--- src/rtl/fwd_ctrl_pkg.sv ---
// Shared types for the forwarding/hazard controller: select codes,
// the per-stage history entry and the producer test used by every stage.
package fwd_ctrl_pkg;

    // Width of the destination index held in each stage entry
    localparam int RD_W = 5;

    typedef enum logic [1:0] {
        FWD_RF  = 2'b00,
        FWD_MEM = 2'b01,
        FWD_WB  = 2'b10
    } fwd_sel_t;

    typedef struct packed {
        logic            valid;
        logic [RD_W-1:0] rd;
        logic            we;
        logic            load;
    } stage_t;

    // An entry only produces a forwardable value if it really writes a
    // non-zero register; bubbles and x0 writers never match anything.
    function automatic logic is_producer(stage_t e);
        return e.valid && e.we && (e.rd != '0);
    endfunction

endpackage

--- src/rtl/fwd_sel_calc.sv ---
// Computes the forwarding select for one D-stage source operand from the
// X and M history entries. Pure combinational; instantiated per source.
module fwd_sel_calc
    import fwd_ctrl_pkg::*;
#(
    parameter int REG_AW = RD_W
) (
    input  logic [REG_AW-1:0] src,
    input  stage_t            x_ent,
    input  stage_t            m_ent,
    output logic [1:0]        sel
);

    // A load result is already in W by the time it reaches the consumer,
    // so the M entry's load flag never changes the selected path.
    logic unused_m_load;
    assign unused_m_load = m_ent.load;

    // Youngest producer wins: a non-load X match beats any M match; x0 never forwards
    always_comb begin
        sel = FWD_RF;
        if (src != '0) begin
            if (is_producer(x_ent) && (x_ent.rd == src) && !x_ent.load) begin
                sel = FWD_MEM;
            end else if (is_producer(m_ent) && (m_ent.rd == src)) begin
                sel = FWD_WB;
            end
        end
    end

endmodule

--- src/rtl/fwd_ctrl.sv ---
// Forwarding and load-use hazard controller for the D -> X -> M -> W
// integer pipeline. Tracks destination history of in-flight instructions,
// registers the X-stage operand mux selects and stalls D/F on load-use.
module fwd_ctrl
    import fwd_ctrl_pkg::*;
#(
    parameter int REG_AW = RD_W,
    parameter int CNT_W  = 32
) (
    input  logic              clk,
    input  logic              rst,
    input  logic              hold,
    input  logic              flush,
    input  logic              id_valid,
    input  logic [REG_AW-1:0] id_rs1,
    input  logic [REG_AW-1:0] id_rs2,
    input  logic [REG_AW-1:0] id_rd,
    input  logic              id_we,
    input  logic              id_is_load,
    output logic [1:0]        fwd_a_sel,
    output logic [1:0]        fwd_b_sel,
    output logic              ld_stall,
    output logic [CNT_W-1:0]  ld_stall_cnt
);

    stage_t x_q;
    stage_t m_q;
    // W history is tracked for completeness of the pipeline picture; the
    // regfile is write-first so nothing in D ever needs to compare against it.
    stage_t w_unused_q;
    stage_t d_ent;

    logic [1:0] sel_a;
    logic [1:0] sel_b;

    // Pack the D-stage instruction into the same shape as the history entries
    always_comb begin
        d_ent       = '0;
        d_ent.valid = id_valid;
        d_ent.rd    = id_rd;
        d_ent.we    = id_we;
        d_ent.load  = id_is_load;
    end

    fwd_sel_calc #(.REG_AW(REG_AW)) u_sel_a (
        .src   (id_rs1),
        .x_ent (x_q),
        .m_ent (m_q),
        .sel   (sel_a)
    );

    fwd_sel_calc #(.REG_AW(REG_AW)) u_sel_b (
        .src   (id_rs2),
        .x_ent (x_q),
        .m_ent (m_q),
        .sel   (sel_b)
    );

    // Load in X feeding either D source: its data only exists after M, so hold D one cycle.
    // Both sources are checked regardless of use; a rare false stall is cheaper than decode.
    always_comb begin
        ld_stall = id_valid && !flush && is_producer(x_q) && x_q.load &&
                   ((x_q.rd == id_rs1) || (x_q.rd == id_rs2));
    end

    // Advance the history and selects; hold freezes everything, flush kills D and X,
    // a stall injects a bubble into X while the producer moves on to M.
    always_ff @(posedge clk) begin
        if (rst) begin
            x_q          <= '0;
            m_q          <= '0;
            w_unused_q   <= '0;
            fwd_a_sel    <= FWD_RF;
            fwd_b_sel    <= FWD_RF;
            ld_stall_cnt <= '0;
        end else if (!hold) begin
            w_unused_q <= m_q;
            if (flush) begin
                x_q       <= '0;
                m_q       <= '0;
                fwd_a_sel <= FWD_RF;
                fwd_b_sel <= FWD_RF;
            end else if (ld_stall) begin
                x_q          <= '0;
                m_q          <= x_q;
                fwd_a_sel    <= FWD_RF;
                fwd_b_sel    <= FWD_RF;
                ld_stall_cnt <= ld_stall_cnt + 1'b1;
            end else begin
                x_q       <= d_ent;
                m_q       <= x_q;
                fwd_a_sel <= sel_a;
                fwd_b_sel <= sel_b;
            end
        end
    end

endmodule

--- config.mk ---
export PLATFORM = sky130hd
export DESIGN_NAME = fwd_ctrl
export DESIGN_NICKNAME = d
export VERILOG_FILES = /design/src/rtl/fwd_ctrl_pkg.sv /design/src/rtl/fwd_sel_calc.sv /design/src/rtl/fwd_ctrl.sv
export SDC_FILE = /design/constraint.sdc
export NUM_CORES = 1
export LEC_CHECK = 0
export ABC_AREA = 1
export ABC_CLOCK_PERIOD_IN_PS = 2000
export BUFFER_PORTS_ARGS = -buffer_cell sky130_fd_sc_hd__clkbuf_2
export CAP_MARGIN = 20
export CORE_MARGIN = 1.5
export CORE_UTILIZATION = 58
export CTS_BUF_LIST = sky130_fd_sc_hd__clkbuf_4 sky130_fd_sc_hd__clkbuf_8
export DETAILED_ROUTE_END_ITERATION = 7
export GPL_TIMING_DRIVEN = 0
export HOLD_SLACK_MARGIN = 0.1
export PLACE_DENSITY = 0.83
export RECOVER_POWER = 25
export SYNTH_ARGS = -nofsm -noshare
export SYNTH_HDL_FRONTEND = slang
export SYNTH_SLANG_ARGS = --single-unit
--- constraint.sdc ---
create_clock -name clk -period 2 [get_ports clk]
set_clock_uncertainty 0.05 [all_clocks]
set_input_delay 0.2 -clock clk [delete_from_list [all_inputs] [get_ports clk]]
set_output_delay 0.2 -clock clk [all_outputs]
set_load 0.02 [all_outputs]
==> flow_metrics.env <==
export IMPL_cts_root_buf="clkbuf_8"
export IMPL_rows=26
export IMPL_overflow=0
export IMPL_leakage_uw=0.00146
export IMPL_grt_max_degree=17
export IMPL_clk_latency_ps=310
export IMPL_synth_nets=540
export IMPL_max_freq_mhz=525
export IMPL_grtUsageTotal_pct=30.8
export IMPL_finalCritPeriodShare_pct=95.2
export IMPL_drc=0
export IMPL_num_vias=3471
export IMPL_avgSynthCellArea_um2=6.21
export IMPL_grt_use_met2_pct=58.2
export IMPL_synthTopCellsByArea="dfxtp_1 32%, nand2_1 24%, a21oi_1 7.6%"
export IMPL_ioPinCount=59
export IMPL_routed_via_density=5.27
export IMPL_ys_flop_type="dfxtp_1"
export IMPL_regArea_um2=1030
export IMPL_synth_edf_count=0
export IMPL_first_pass_iters=5
export IMPL_synth_cell_types=23
export IMPL_die_w_um=77.4
export IMPL_multi_input_area_um2=1970
export IMPL_p_per_area_nw_per_um2=541
export IMPL_dp_hpwl_um=6970
export IMPL_cts_sinks=51
export IMPL_fillerInstances=481
export IMPL_core_um2=5200
export IMPL_worstSetupPathType="register to primary output"
export IMPL_num_antenna_cells=0
export IMPL_crit_required_ps=1750
export IMPL_ant_nets=0
export IMPL_wire_per_inst_um=13.6
export IMPL_yosys_cell_count_top_type="nand2_1"
export IMPL_grt_use_met1_pct=36.5
export IMPL_path_max_fanout=10
export IMPL_nets=611
export IMPL_cts_path_max_buffers=2
export IMPL_cap_violations=0
export IMPL_tritoncts_num_buffers=5
export IMPL_fin_crit_ps=1900
export IMPL_grt_pass1_vias=3223
export IMPL_antenna_found_initial=0
export IMPL_cp_startpoint="x_q[2]$_SDFFE_PP0N_"
export IMPL_hp_start="id_rd[2]"
export IMPL_ys_ff_latch=51
export IMPL_setup_violations=0
export IMPL_synth_common_cells="207 x nand2_1, 62 x nor2_1, 51 x dfxtp_1, 49 x a21oi_1, 42 x nand3_1"
export IMPL_fin_tns_setup_ps=0
export IMPL_synth_top_area_cell="dfxtp_1"
export IMPL_synthToLayoutAreaGrowth_pct=17.9
export IMPL_grtUsageMet3_pct=3.29
export IMPL_drive_gt1_share_pct=14.3
export IMPL_synth_warnings=0
export IMPL_cts_tree="built"
export IMPL_synth_async_reset_ratio_pct=0
export IMPL_clkTransAtPathRegs_ps=100
export IMPL_synth_seq_area_share_pct=31.8
export IMPL_netlist_area_um2=3210
export IMPL_worstMarginPinSlew_ps=613
export IMPL_gp_congestion=0.939
export IMPL_wirelength_um=8990
export IMPL_outcome="complete, no violations"
export IMPL_grt_pass1_wl_um=14800
export IMPL_dp_cells=644
export IMPL_die_area_um2=5990
export IMPL_hold_class="primary input to register"
export IMPL_r2r_start="x_q[2]$_SDFFE_PP0N_"
export IMPL_initial_utilization_pct=61.6
export IMPL_stdcell_count=659
export IMPL_critPathCaptureType="primary output"
export IMPL_busiest_layer="met2"
export IMPL_fp_dieH_um=77.4
export IMPL_synth_top_area_share_pct=31.8
export IMPL_grt_setup_unrepaired="false"
export IMPL_drt_iter0_markers=176
export IMPL_htree_levels=2
export IMPL_critPathLaunchType="register"
export IMPL_hold_violations=0
export IMPL_slew_headroom_pct=59.0
export IMPL_slew_viol_final=0
export IMPL_worstPathArrival_ps=1650
export IMPL_synthCells=517
export IMPL_io_buffers=57
export IMPL_peakVddDrop_mv=0.391
[per-layer routing]
layer	vias to the layer above	share of wire [%]
met5	-	0
met4	0	0.81
met3	5	4.7
met2	102	52
met1	1572	43
li1	1792	-
[layout by cell type (no fill, tap or decap), types with 2 or more instances in the layout]
cell / instances
nand3_2: 3
nand2_1: 207
buf_4: 2
a21oi_2: 2
nor2_1: 60
inv_1: 24
clkbuf_2: 38
inv_2: 5
dfxtp_2: 6
bufinv_16: 2
nand2_2: 2
clkbuf_1: 27
nand3b_1: 16
a21oi_1: 49
nand4_1: 8
buf_2: 2
nor2_2: 5
nand3_1: 42
xnor2_1: 11
buf_6: 7
dlygate4sd3_1: 5
clkbuf_8: 5
dfxtp_1: 45
xor2_1: 10
[per-stage QoR]
step	utilization (%)	hold WS, ps	total power (uW)	area (um2)	setup WS, ps
2_1_floorplan	-	313	1150	3210	256
3_3_place_gp	68.8	403	1200	3580	86.0
3_5_place_dp	68.8	408	1200	3580	53.8
4_1_cts	72.5	105	2050	3780	14.9
5_1_grt	72.7	117	2100	3780	4.15
6_report	72.7	99.9	2050	3780	96.3
[flip-flops by register name, summed over array words and instances, names as in the netlist]
register and cells:
fwd_a_sel 2, fwd_b_sel 2, ld_stall_cnt 32, m_q 7, x_q 8
[where the power goes]
group          leakage, uW  switching (uW)  internal (uW)  total, uW
sequential        0.000414            8.92           1020       1030
combinational     0.000985             101           59.8        161
clock            0.0000644             356            499        855
[layout make-up]
class,instances,area share (%)
Inverter,29,2.88
Tap cell,70,2.31
Multi-Input combinational cell,419,52.1
Clock buffer,5,1.82
Sequential cell,51,27.2
Clock inverter,3,1.79
Timing Repair Buffer,64,8.63
Buffer,18,3.24
[path summary, 6_finish.rpt]
kind                            slack [ps]                           end  cells after the start
worst max-delay path                   100                      ld_stall                      8
worst min-delay path                   100           x_q[4]$_SDFFE_PP0N_                      3
worst max register to register         170  ld_stall_cnt[1]$_SDFFE_PP0P_                     11
worst min register to register         420     fwd_a_sel[1]$_SDFFE_PP0N_                      2
[critical path, stage by stage (launching register included)]
cell      delay, ps
dfxtp_2         370
inv_2            60
nand2_1          50
nand2_1          70
nor2_2          140
nand3_2         140
a21oi_4         190
buf_6           160
clkbuf_2        170
[logic make-up after synthesis]
family	count (synthesis)	share of synthesized area, %
AOI/OAI and AO/OA	52	8.70
DFF	51	31.8
adders and majority gates	1	0.390
and+or+nand+nor	345	46.1
xor gates and xnor gates	21	5.73
buffers and inverters	47	7.22
[repair_timing]
action	CTS	global route
pin swaps	1	2
setup endpoints to repair	1	4
hold buffers	5	0
buffers inserted	1	1
resized for setup	1	9
hold endpoints to repair	5	0
Power figures use the tool's default switching activity.
